==> config.mk <==
export PLATFORM = sky130hd
export DESIGN_NAME = lift_overall
export DESIGN_NICKNAME = d
export VERILOG_FILES = /design/src/rtl/lift_overall.sv
export SDC_FILE = /design/constraint.sdc
export NUM_CORES = 1
export LEC_CHECK = 0
export ABC_CLOCK_PERIOD_IN_PS = 67700
export CORE_ASPECT_RATIO = 2
export CORE_MARGIN = 2
export CORE_UTILIZATION = 35
export CTS_BUF_LIST = sky130_fd_sc_hd__clkbuf_16
export DETAILED_ROUTE_END_ITERATION = 10
export GPL_TIMING_DRIVEN = 0
export HOLD_SLACK_MARGIN = 0.06
export SLEW_MARGIN = 20
export SYNTH_ARGS = -nofsm -noshare
export SYNTH_HDL_FRONTEND = slang
export SYNTH_SLANG_ARGS = --single-unit
==> constraint.sdc <==
create_clock -name clk -period 67.7 [get_ports clk]
set_input_delay 16.925 -clock clk [delete_from_list [all_inputs] [get_ports clk]]
set_output_delay 16.925 -clock clk [all_outputs]
set_load 0.01 [all_outputs]
==> src/rtl/lift_overall.sv <==
// lift_overall: three-car, six-floor elevator group controller.
// Latches car and hall buttons and hands each hall call to one car.
// Each car runs its own motion/door state machine and drives one-hot commands.
module lift_overall #(
  parameter int FLOOR_TRAVEL_CYCLES = 10,
  parameter int DOOR_OPEN_CYCLES    = 5
) (
  input  logic       clk,
  input  logic       rst_n,
  input  logic [3:1] emergency,
  input  logic [5:0] Car_call_signal1,
  input  logic [5:0] Car_call_signal2,
  input  logic [5:0] Car_call_signal3,
  input  logic [4:0] Hall_call_Up_signal,
  input  logic [5:1] Hall_call_Down_signal,
  output logic [3:1] MoveUp,
  output logic [3:1] MoveDown,
  output logic [3:1] OpenDoor,
  output logic [3:1] CloseDoor,
  output logic [3:1] Stop,
  output logic [2:0] LCD1,
  output logic [2:0] LCD2,
  output logic [2:0] LCD3,
  output logic [4:0] LED_HALL_UP,
  output logic [5:1] LED_HALL_DOWN,
  output logic [5:0] LED_Car1,
  output logic [5:0] LED_Car2,
  output logic [5:0] LED_Car3,
  output logic [8:0] o_dbg_state
);

  typedef enum logic [2:0] {
    S_IDLE, S_MOVE_UP, S_MOVE_DOWN, S_DOOR_OPEN, S_DOOR_CLOSE, S_EMERG
  } state_t;

  // one-hot command word: {stop, close, open, down, up}
  localparam logic [4:0] CMD_UP    = 5'b00001;
  localparam logic [4:0] CMD_DN    = 5'b00010;
  localparam logic [4:0] CMD_OPEN  = 5'b00100;
  localparam logic [4:0] CMD_CLOSE = 5'b01000;
  localparam logic [4:0] CMD_STOP  = 5'b10000;

  state_t      r_state  [1:3];
  state_t      r_saved  [1:3];
  logic [2:0]  r_floor  [1:3];
  logic [15:0] r_cnt    [1:3];
  logic        r_dir    [1:3];
  logic [4:0]  r_cmd    [1:3];
  logic [5:0]  r_car    [1:3];
  logic [4:0]  r_hup;
  logic [5:1]  r_hdn;
  logic [1:0]  r_own_up [0:4];
  logic [1:0]  r_own_dn [1:5];

  logic [5:0]  w_car_btn   [1:3];
  logic [5:0]  w_req       [1:3];
  state_t      w_eff       [1:3];
  logic        w_arrive    [1:3];
  logic [2:0]  w_nfloor    [1:3];
  logic        w_above     [1:3];
  logic        w_below     [1:3];
  logic        w_above_n   [1:3];
  logic        w_below_n   [1:3];
  logic        w_open      [1:3];
  logic [5:0]  w_clr_car   [1:3];
  logic [4:0]  w_clr_up;
  logic [5:1]  w_clr_dn;
  logic [9:0]  w_cand;
  logic [1:0]  w_asg       [0:9];

  function automatic logic f_bit(input logic [5:0] v, input logic [2:0] fl);
    f_bit = 1'b0;
    for (int i = 0; i < 6; i++) if (3'(i) == fl) f_bit = v[i];
  endfunction

  function automatic logic f_above(input logic [5:0] v, input logic [2:0] fl);
    f_above = 1'b0;
    for (int i = 0; i < 6; i++) if (3'(i) > fl) f_above = f_above | v[i];
  endfunction

  function automatic logic f_below(input logic [5:0] v, input logic [2:0] fl);
    f_below = 1'b0;
    for (int i = 0; i < 6; i++) if (3'(i) < fl) f_below = f_below | v[i];
  endfunction

  // Per-car request set, effective state (EMERG resumes its saved state) and stop decision
  always_comb begin
    w_car_btn[1] = Car_call_signal1;
    w_car_btn[2] = Car_call_signal2;
    w_car_btn[3] = Car_call_signal3;
    for (int c = 1; c <= 3; c++) begin
      w_req[c] = r_car[c];
      for (int f = 0; f < 5; f++) if (r_hup[f] && r_own_up[f] == 2'(c)) w_req[c][f] = 1'b1;
      for (int f = 1; f < 6; f++) if (r_hdn[f] && r_own_dn[f] == 2'(c)) w_req[c][f] = 1'b1;
      w_eff[c]    = (r_state[c] == S_EMERG) ? r_saved[c] : r_state[c];
      w_arrive[c] = (r_cnt[c] == 16'(FLOOR_TRAVEL_CYCLES - 1));
      w_nfloor[c] = r_floor[c];
      if (w_eff[c] == S_MOVE_UP)        w_nfloor[c] = r_floor[c] + 3'd1;
      else if (w_eff[c] == S_MOVE_DOWN) w_nfloor[c] = r_floor[c] - 3'd1;
      w_above[c]   = f_above(w_req[c], r_floor[c]);
      w_below[c]   = f_below(w_req[c], r_floor[c]);
      w_above_n[c] = f_above(w_req[c], w_nfloor[c]);
      w_below_n[c] = f_below(w_req[c], w_nfloor[c]);
      w_open[c]    = 1'b0;
      if (!emergency[c]) begin
        if (w_eff[c] == S_IDLE)
          w_open[c] = f_bit(w_req[c], r_floor[c]);
        else if ((w_eff[c] == S_MOVE_UP || w_eff[c] == S_MOVE_DOWN) && w_arrive[c])
          w_open[c] = f_bit(w_req[c], w_nfloor[c]);
      end
    end
  end

  // Calls serviced this cycle: the stopping car's own call and hall calls it owns at that floor
  always_comb begin
    w_clr_up = '0;
    w_clr_dn = '0;
    for (int c = 1; c <= 3; c++) begin
      w_clr_car[c] = '0;
      for (int f = 0; f < 6; f++)
        if (w_open[c] && w_nfloor[c] == 3'(f)) w_clr_car[c][f] = 1'b1;
      for (int f = 0; f < 5; f++)
        if (w_clr_car[c][f] && r_hup[f] && r_own_up[f] == 2'(c)) w_clr_up[f] = 1'b1;
      for (int f = 1; f < 6; f++)
        if (w_clr_car[c][f] && r_hdn[f] && r_own_dn[f] == 2'(c)) w_clr_dn[f] = 1'b1;
    end
  end

  // Hall-call dispatch in order up[0..4], down[1..5]; a car taken earlier this cycle is no longer idle-eligible
  always_comb begin
    logic [3:1] v_taken;
    logic [2:0] v_fc, v_d, v_bed, v_bad;
    logic [1:0] v_be, v_ba;
    logic       v_up, v_el;
    for (int f = 0; f < 5; f++) w_cand[f]   = (Hall_call_Up_signal[f] & ~r_hup[f]) | (r_hup[f] & (r_own_up[f] == 2'd0));
    for (int f = 1; f < 6; f++) w_cand[f+4] = (Hall_call_Down_signal[f] & ~r_hdn[f]) | (r_hdn[f] & (r_own_dn[f] == 2'd0));
    v_taken = '0;
    for (int k = 0; k < 10; k++) begin
      v_up  = (k < 5);
      v_fc  = v_up ? 3'(k) : 3'(k - 4);
      v_be  = 2'd0;
      v_ba  = 2'd0;
      v_bed = 3'd7;
      v_bad = 3'd7;
      for (int c = 1; c <= 3; c++) begin
        v_d  = (r_floor[c] >= v_fc) ? (r_floor[c] - v_fc) : (v_fc - r_floor[c]);
        v_el = (r_state[c] == S_IDLE && !v_taken[c]) ||
               (v_up && r_state[c] == S_MOVE_UP && r_floor[c] < v_fc) ||
               (!v_up && r_state[c] == S_MOVE_DOWN && r_floor[c] > v_fc);
        if (!emergency[c] && r_state[c] != S_EMERG) begin
          if (v_el && v_d < v_bed) begin v_be = 2'(c); v_bed = v_d; end
          if (v_d < v_bad)         begin v_ba = 2'(c); v_bad = v_d; end
        end
      end
      w_asg[k] = 2'd0;
      if (w_cand[k]) begin
        w_asg[k] = (v_be != 2'd0) ? v_be : v_ba;
        if (w_asg[k] != 2'd0) v_taken[w_asg[k]] = 1'b1;
      end
    end
  end

  // Button latching and hall-call ownership; servicing a call wins over a new press
  always_ff @(posedge clk or negedge rst_n) begin
    if (!rst_n) begin
      r_hup <= '0;
      r_hdn <= '0;
      for (int c = 1; c <= 3; c++) r_car[c] <= '0;
      for (int f = 0; f < 5; f++) r_own_up[f] <= 2'd0;
      for (int f = 1; f < 6; f++) r_own_dn[f] <= 2'd0;
    end else begin
      for (int c = 1; c <= 3; c++) r_car[c] <= (r_car[c] | w_car_btn[c]) & ~w_clr_car[c];
      for (int f = 0; f < 5; f++) begin
        if (w_clr_up[f]) begin
          r_hup[f] <= 1'b0; r_own_up[f] <= 2'd0;
        end else begin
          if (Hall_call_Up_signal[f]) r_hup[f] <= 1'b1;
          if (w_asg[f] != 2'd0) r_own_up[f] <= w_asg[f];
        end
      end
      for (int f = 1; f < 6; f++) begin
        if (w_clr_dn[f]) begin
          r_hdn[f] <= 1'b0; r_own_dn[f] <= 2'd0;
        end else begin
          if (Hall_call_Down_signal[f]) r_hdn[f] <= 1'b1;
          if (w_asg[f+4] != 2'd0) r_own_dn[f] <= w_asg[f+4];
        end
      end
    end
  end

  // Per-car motion/door FSM with registered one-hot commands; emergency freezes floor and counters
  always_ff @(posedge clk or negedge rst_n) begin
    if (!rst_n) begin
      for (int c = 1; c <= 3; c++) begin
        r_state[c] <= S_IDLE;  r_saved[c] <= S_IDLE;
        r_floor[c] <= 3'd0;    r_cnt[c]   <= '0;
        r_dir[c]   <= 1'b1;    r_cmd[c]   <= CMD_STOP;
      end
    end else begin
      for (int c = 1; c <= 3; c++) begin
        if (emergency[c]) begin
          if (r_state[c] != S_EMERG) r_saved[c] <= r_state[c];
          r_state[c] <= S_EMERG;
          r_cmd[c]   <= CMD_STOP;
        end else begin
          case (w_eff[c])
            S_MOVE_UP, S_MOVE_DOWN: begin
              if (w_arrive[c]) begin
                r_floor[c] <= w_nfloor[c];
                r_cnt[c]   <= '0;
                if (w_open[c]) begin
                  r_state[c] <= S_DOOR_OPEN; r_cmd[c] <= CMD_OPEN;
                end else if (w_eff[c] == S_MOVE_UP ? w_above_n[c] : w_below_n[c]) begin
                  r_state[c] <= w_eff[c];
                  r_cmd[c]   <= (w_eff[c] == S_MOVE_UP) ? CMD_UP : CMD_DN;
                end else begin
                  r_state[c] <= S_IDLE; r_cmd[c] <= CMD_STOP;
                end
              end else begin
                r_cnt[c]   <= r_cnt[c] + 16'd1;
                r_state[c] <= w_eff[c];
                r_cmd[c]   <= (w_eff[c] == S_MOVE_UP) ? CMD_UP : CMD_DN;
              end
            end
            S_DOOR_OPEN: begin
              if (r_cnt[c] == 16'(DOOR_OPEN_CYCLES - 1)) begin
                r_cnt[c] <= '0; r_state[c] <= S_DOOR_CLOSE; r_cmd[c] <= CMD_CLOSE;
              end else begin
                r_cnt[c] <= r_cnt[c] + 16'd1; r_state[c] <= S_DOOR_OPEN; r_cmd[c] <= CMD_OPEN;
              end
            end
            default: begin
              // IDLE and DOOR_CLOSE: open here, else keep direction while requests lie ahead, else reverse
              r_cnt[c] <= '0;
              if (w_open[c]) begin
                r_state[c] <= S_DOOR_OPEN; r_cmd[c] <= CMD_OPEN;
              end else if (w_above[c] && (r_dir[c] || !w_below[c] || w_eff[c] == S_IDLE)) begin
                r_state[c] <= S_MOVE_UP; r_dir[c] <= 1'b1; r_cmd[c] <= CMD_UP;
              end else if (w_below[c]) begin
                r_state[c] <= S_MOVE_DOWN; r_dir[c] <= 1'b0; r_cmd[c] <= CMD_DN;
              end else begin
                r_state[c] <= S_IDLE; r_cmd[c] <= CMD_STOP;
              end
            end
          endcase
        end
      end
    end
  end

  // Output mapping from registered state
  always_comb begin
    for (int c = 1; c <= 3; c++)
      {Stop[c], CloseDoor[c], OpenDoor[c], MoveDown[c], MoveUp[c]} = r_cmd[c];
    LCD1          = r_floor[1];
    LCD2          = r_floor[2];
    LCD3          = r_floor[3];
    LED_HALL_UP   = r_hup;
    LED_HALL_DOWN = r_hdn;
    LED_Car1      = r_car[1];
    LED_Car2      = r_car[2];
    LED_Car3      = r_car[3];
    o_dbg_state   = {r_state[3], r_state[2], r_state[1]};
  end

endmodule

### Yosys cells after proc, flatten, opt, wreduce, memory -nomap -nowiden

Index checks and enable logic that the tools add are counted.

| cells by class | value |
|---|---|
| reduce and logical (&&, ||, !) cells | 374 |
| bitwise gates (word level) | 126 |
| order comparisons | 176 |
| equality and inequality tests | 102 |
| muxes and demuxes | 553 |
| $add $sub $neg | 39 |

Operator list:

| kind | number |
|---|---|
| $mux W3 | 124 |
| $mux W1 | 265 |
| $mux W2 | 116 |
| $logic_and A1 B1 Y1 | 213 |
| $mux W5 | 21 |
| $reduce_bool A2 Y1 | 52 |
| $lt A3 B3 Y1 | 32 |
| $mux W16 | 6 |
| $pmux W16 S2 | 3 |
| $or A1 B1 Y1 | 70 |
| $add A16 B1 Y16 const B | 3 |
| $eq A16 B3 Y1 const B | 3 |
| $eq A16 B4 Y1 const B | 3 |
| $eq A3 B2 Y1 const B | 15 |
| $eq A2 B2 Y1 const B | 20 |
| $logic_or A1 B1 Y1 | 39 |
| $eq A2 B3 Y1 const A | 12 |
| $eq A3 B3 Y1 const A | 12 |
| $gt A1 B3 Y1 const A | 12 |
| $gt A2 B3 Y1 const A | 12 |
| $gt A3 B3 Y1 const A | 12 |
| $logic_not A3 Y1 | 12 |
| $lt A1 B3 Y1 const A | 12 |
| $lt A2 B3 Y1 const A | 12 |
| 41 further kinds | 289 |

| storage, ports and cells | value |
|---|---|
| flip-flop bits (word level) | 141 |

### Logic depth before layout (Yosys ltp)

| depth | value |
|---|---|
| depth in word-level cells | 226 |
| depth in mapped cells | 160 |

### Worst setup path before layout

OpenSTA, ideal clock, no wires.

| timing path | value |
|---|---|
| path type | input port to flip-flop |
| from | in emergency[1] (netlist name) |
| to | reg r_own_dn[0] (netlist name) |
| cell stages on the path | 149 |
| path slack | 22603 ps |
| path buffers | 2 |
| arrival | 45010 ps |
| required time | 67613 ps |
| cell sequence | clkbuf_8 > nor2_1 > clkbuf_1 > nand3_1 > nor2_1 > ha_1 > a221oi_2 > o211ai_2 > nand2_1 > o21ai_0 > ha_1 > or4_1 > a221oi_2 > o41ai_1 > o211a_1 > a31oi_4 > a21o_1 > nand2_1 > [... 113 more ...] > a2111oi_0 > o31ai_1 > o21a_1 > a31oi_2 > nor2_1 > nor2_1 > ha_1 > a21o_1 > a21oi_1 > nand3_1 > nor2_4 > a211oi_1 > o21bai_1 > ha_1 > a2111oi_0 > o311a_1 > o211ai_1 > o211ai_1 |

| on the way | value |
|---|---|
| word-level cells in the longest chain between the ends | 222 |
| elaborated cells between the ends (all ways) | 403 |
| those cells by class | order compare: 50; mux: 200; bitwise: 8; reduce/logical: 145 |

RTL lines:

| item | line | source |
|---|---|---|
| start, declared | 10 | `input logic [3:1] emergency,` |
| $logic_not A1 Y1 | 150 | `if (!emergency[c] && r_state[c] != S_EMERG) begin` |
| $logic_and A1 B1 Y1 | 150 |  |
| $mux W3 | 150 |  |
| $lt A3 B3 Y1 | 151 | `if (v_el && v_d < v_bed) begin v_be = 2'(c); v_bed = v_d; end` |
| $logic_and A1 B1 Y1 | 151 |  |
| $mux W3 | 151 |  |
| $mux W3 | 150 |  |
| $lt A3 B3 Y1 | 151 |  |
| [... 206 more ...] | n/a |  |
| $logic_and A1 B1 Y1 | 151 |  |
| $mux W2 | 151 |  |
| $mux W2 | 150 |  |
| $reduce_bool A2 Y1 | 157 | `w_asg[k] = (v_be != 2'd0) ? v_be : v_ba;` |
| $mux W2 | 157 |  |
| $mux W2 | 156 | `if (w_cand[k]) begin` |
| $mux W2 or $reduce_bool A2 Y1 (tied branches) | 186 | `if (w_asg[f+4] != 2'd0) r_own_dn[f] <= w_asg[f+4];` |
| $mux W2 or $reduce_bool A2 Y1 (tied branches) | n/a |  |
| end signal, assigned by index | 186 |  |
| end, declared | 53 | `logic [1:0] r_own_dn [1:5];` |

Parallel ways exist; a longest one is shown, timed or not. The select of a mux whose other input is x is not followed.
A chain may end at the register's enable or synchronous reset.

### Final worst setup path

Same ends and word-level chain as after synthesis.

==> impl_results.md <==
* Status: finished, final reports clean
* GRT overflow at 0
* Post-route ant nets at 0
* R2R Path End: r_own_dn[0]$_DFFE_PN0P_
* GR Util All Layers at 0.294
* Worst vdd ir at around 0.027 mV
* Total internal power at 0.260 mW
* Routed wire length at roughly 66 mm
* Worst Hold Class: flop to flop
* Switching share of power at 0.510
* Highest metal used: met4
* Number of buffers created by CTS at 17
* Crit path DAT at about 53 ns
* Ant diodes at 0
* Post-route minimum period at 52.93 ns
* CP endpoint kind: flop
* Number of detailed-route iterations in the first pass at 6
* Setup-failing EPs final at 0
* Antenna violations before repair at 1
* Post-CTS Setup Inserts at 0
* Worst flop-to-flop path startpoint: LCD2[0]$_DFFE_PN0P_
* Post-synth EDFFs at 0
* Post-synth ARST share at 1.00
* Synth area leaders: dfrtp_1 23%, ha_1 9.8%, o21ai_0 6.6%, nand2_1 6.5%, nor2_1 6.3%
* Port-buffer cells at 93
* Clock skew at 0.0139 ns
* Most common cell in the synthesized netlist: nand2_1
* Setup CP Type: primary input to flop
* Worst EP required at 68.09 ns
* Worst setup path end: r_own_dn[0]$_DFFE_PN0P_
* Met2 wire len at between 30 and 40 mm
* Clock Tree Buf Depth at 2
* Post-placement cell area at 16,700 um^2
* Post-Route Utilization at 0.408
* Sequential Power Share at 0.227
* Synthesized Nets at 2,134
* Pre-CTS WS at 14.96 ns
* Vias at about 16,000
* Slowest cell on crit path: a211oi_1
* Unique masters post-synth at 122
* RSZ-0062 raised after global routing: false
* Row cnt at 107
* Part of the Yosys area used for sequential elements at 0.236
* Clock network power share at 0.194
* Max incr delay on CP at 0.57 ns
* Power per cell area at 30.7 nW/um^2
* Relative slew slack at 0.170
* Global-route wire length before repair at 97.5 mm
* Post-route setup TNS at 0 ns
* Synth area leader: dfrtp_1
* 1st-iter DRT viols at 1,085
* DRC at 0
* FF-to-FF path depth at 151
* Worst setup SP type: primary input
* Mean Syn Cell Area at 7.55 um^2
* Static leakage at 7.14 nW
* Mapped Cells at 1,984
* Met3 WL at 2.95 mm
* Io pins at 94
* Post-CTS resize count at 0
* P_sw at around 0.27 mW
* Crit Path Max Fanout at 10
* Count of pins over their slew limit at 0
* Tcrit/Tclk final at 0.782
* Die ar. at approximately 45,000 um^2
* Clock root cell: clkbuf_16
* Initial Util at 0.353
* Hpwl dp at 53.6 mm
* Wl on met1 at around 22 mm
* Top cell type's share of synthesized area at 0.226
* Clock latency on the worst-skew pair at 0.48 ns
* Worst setup path start: emergency[1]
* Pin count of the biggest net entering global routing at 92
* CTS tree: yes
* Top_reg_cell synth: dfrtp_1
* Layout cells sized above 1 at 0.0833
* Net count, final at between 2,000 and 2,500
* Area Overhead vs Synth at 15.6%
* Final Hold Vio Count at 0
* Vias per cell at between 6 and 7
* Vias in the first global route at about 16,000
* Internal reg-to-reg setup slack at 29.98 ns
* Comb pwr share at 0.580
* H-tree depth at 4
* Clock transition at the registers of the reported paths at roughly 0.07 ns
* Die width at 150 um
* Sinks on the clock net at 141
* Syn. warnings at 0
* Max Freq at around 19 MHz
* # hold bufs at CTS at 0
* Placeable Area at 42,400 um^2
* Cell mode on critical path: ha_1
* Die Ht at just under 300 um
* Synth Register Bits at roughly 140
* Drt wl/cell at about 25 um
* Top cells by count, synth: 259 x nand2_1, 250 x nor2_1, 196 x o21ai_0
* Max Cap Viol at 0
* Tot Pwr at 0.531 mW
* Post-route cell area at 17,300 um^2
* Tightest Pin Transition at approximately 1.2 ns
* GPL Wtd Cong at 1.04
* Final WS setup at between 10 and 15 ns
* Mapped cell area at 15,000 um^2
[how the worst min path moves through the flow]
stage	startpoint	endpoint	slack, ns	cells after the start
after global routing	r_cnt[47]$_DFFE_PN0N_	r_cnt[47]$_DFFE_PN0N_	0.51	1
after CTS	r_cnt[47]$_DFFE_PN0N_	r_cnt[47]$_DFFE_PN0N_	0.49	1
final	r_cnt[47]$_DFFE_PN0N_	r_cnt[47]$_DFFE_PN0N_	0.49	1
after floorplan	r_cnt[47]$_DFFE_PN0N_	r_cnt[47]$_DFFE_PN0N_	0.45	1
after detailed placement	r_cnt[47]$_DFFE_PN0N_	r_cnt[47]$_DFFE_PN0N_	0.47	1
after global placement	r_cnt[15]$_DFFE_PN0N_	r_cnt[15]$_DFFE_PN0N_	0.48	1
[final cells by class]
cell class | instances | area, um^2
inverter | 59 | 221
buffer | 76 | 442
clock buffer | 17 | 425
tap | 545 | 682
fill | 4344 | 25100
multi-input combinational | 1708 | 10800
timing repair buffer | 98 | 991
clock inverter | 15 | 181
sequential | 141 | 3540
[per-stage QoR]
step,cells,hold WS (ns)
5_1_grt,2659,0.510
2_1_floorplan,1984,0.447
3_3_place_gp,2622,0.477
6_report,2659,0.493
3_5_place_dp,2626,0.474
4_1_cts,2658,0.487
[placed cells by master (no fill, tap or decap), drive strengths merged, types with 10 or more instances in the layout]
cell type      synthesis  layout
nor2                 252     252
and2                  20      20
or3                   17      17
o21a                  27      27
nand3                 68      68
clkdlybuf4s50          0      92
o21ai                208     208
or2                   16      16
nor4                  17      17
a31oi                 36      36
ha                   117     117
a21o                  28      28
inv                   58      64
o31ai                 30      30
xnor2                 16      16
dfrtp                135     135
a211oi                31      31
nand2b                39      39
o21bai                17      17
nand2                261     261
mux2i                 30      30
nor2b                 19      19
and3                  28      28
nor3                  45      45
clkbuf                49      67
o22ai                 10      10
buf                   25      30
a21oi                157     157
o41ai                 12      12
mux2                  15      15
o211ai                24      24
a21boi                12      12
[layer usage]
| layer | vias to the layer above | global-route usage |
|---|---|---|
| met1 | 7811 | 0.269 |
| met4 | 0 | 0.278 |
| met2 | 609 | 0.538 |
| met5 | - | 0 |
| met3 | 259 | 0.0483 |
| li1 | 7573 | - |
[sequential cells by signal, indices dropped and copies added, names as in the netlist, 5 cells and up]
name and flops:
LED_HALL_DOWN 5, LED_HALL_UP 5, r_cnt 48, r_own_dn 10
LED_Car3 6, o_dbg_state 9, LED_Car1 6, r_saved 9
r_own_up 10, LED_Car2 6
[power groups by stage]
stage                     Clock, mW  Combinational [mW]  Sequential (mW)
after floorplan                   0               0.198            0.117
after global placement            0               0.294            0.121
after detailed placement          0               0.300            0.121
after CTS                     0.104               0.302            0.120
after global routing          0.107               0.333            0.123
final                         0.103               0.308            0.120
[cells by family after synthesis]
kind of cell / Yosys count / synth area share
muxes: 46 / 0.0331
AOI/OAI and AO/OA: 708 / 0.320
and+or+nand+nor: 815 / 0.256
buffers and inverters: 135 / 0.0443
xor gates and xnor gates: 22 / 0.0129
DFF: 141 / 0.236
adders and majority gates: 117 / 0.0978
[worst max-delay path, delay by kind of cell]
family | cells | cell delay [ns]
buffers and inverters | 6 | 1.55
and+or+nand+nor | 42 | 7.87
adders and majority gates | 20 | 5.92
AOI/OAI and AO/OA | 76 | 19.85
muxes | 4 | 1.17
(Power assumes the default switching activity.)
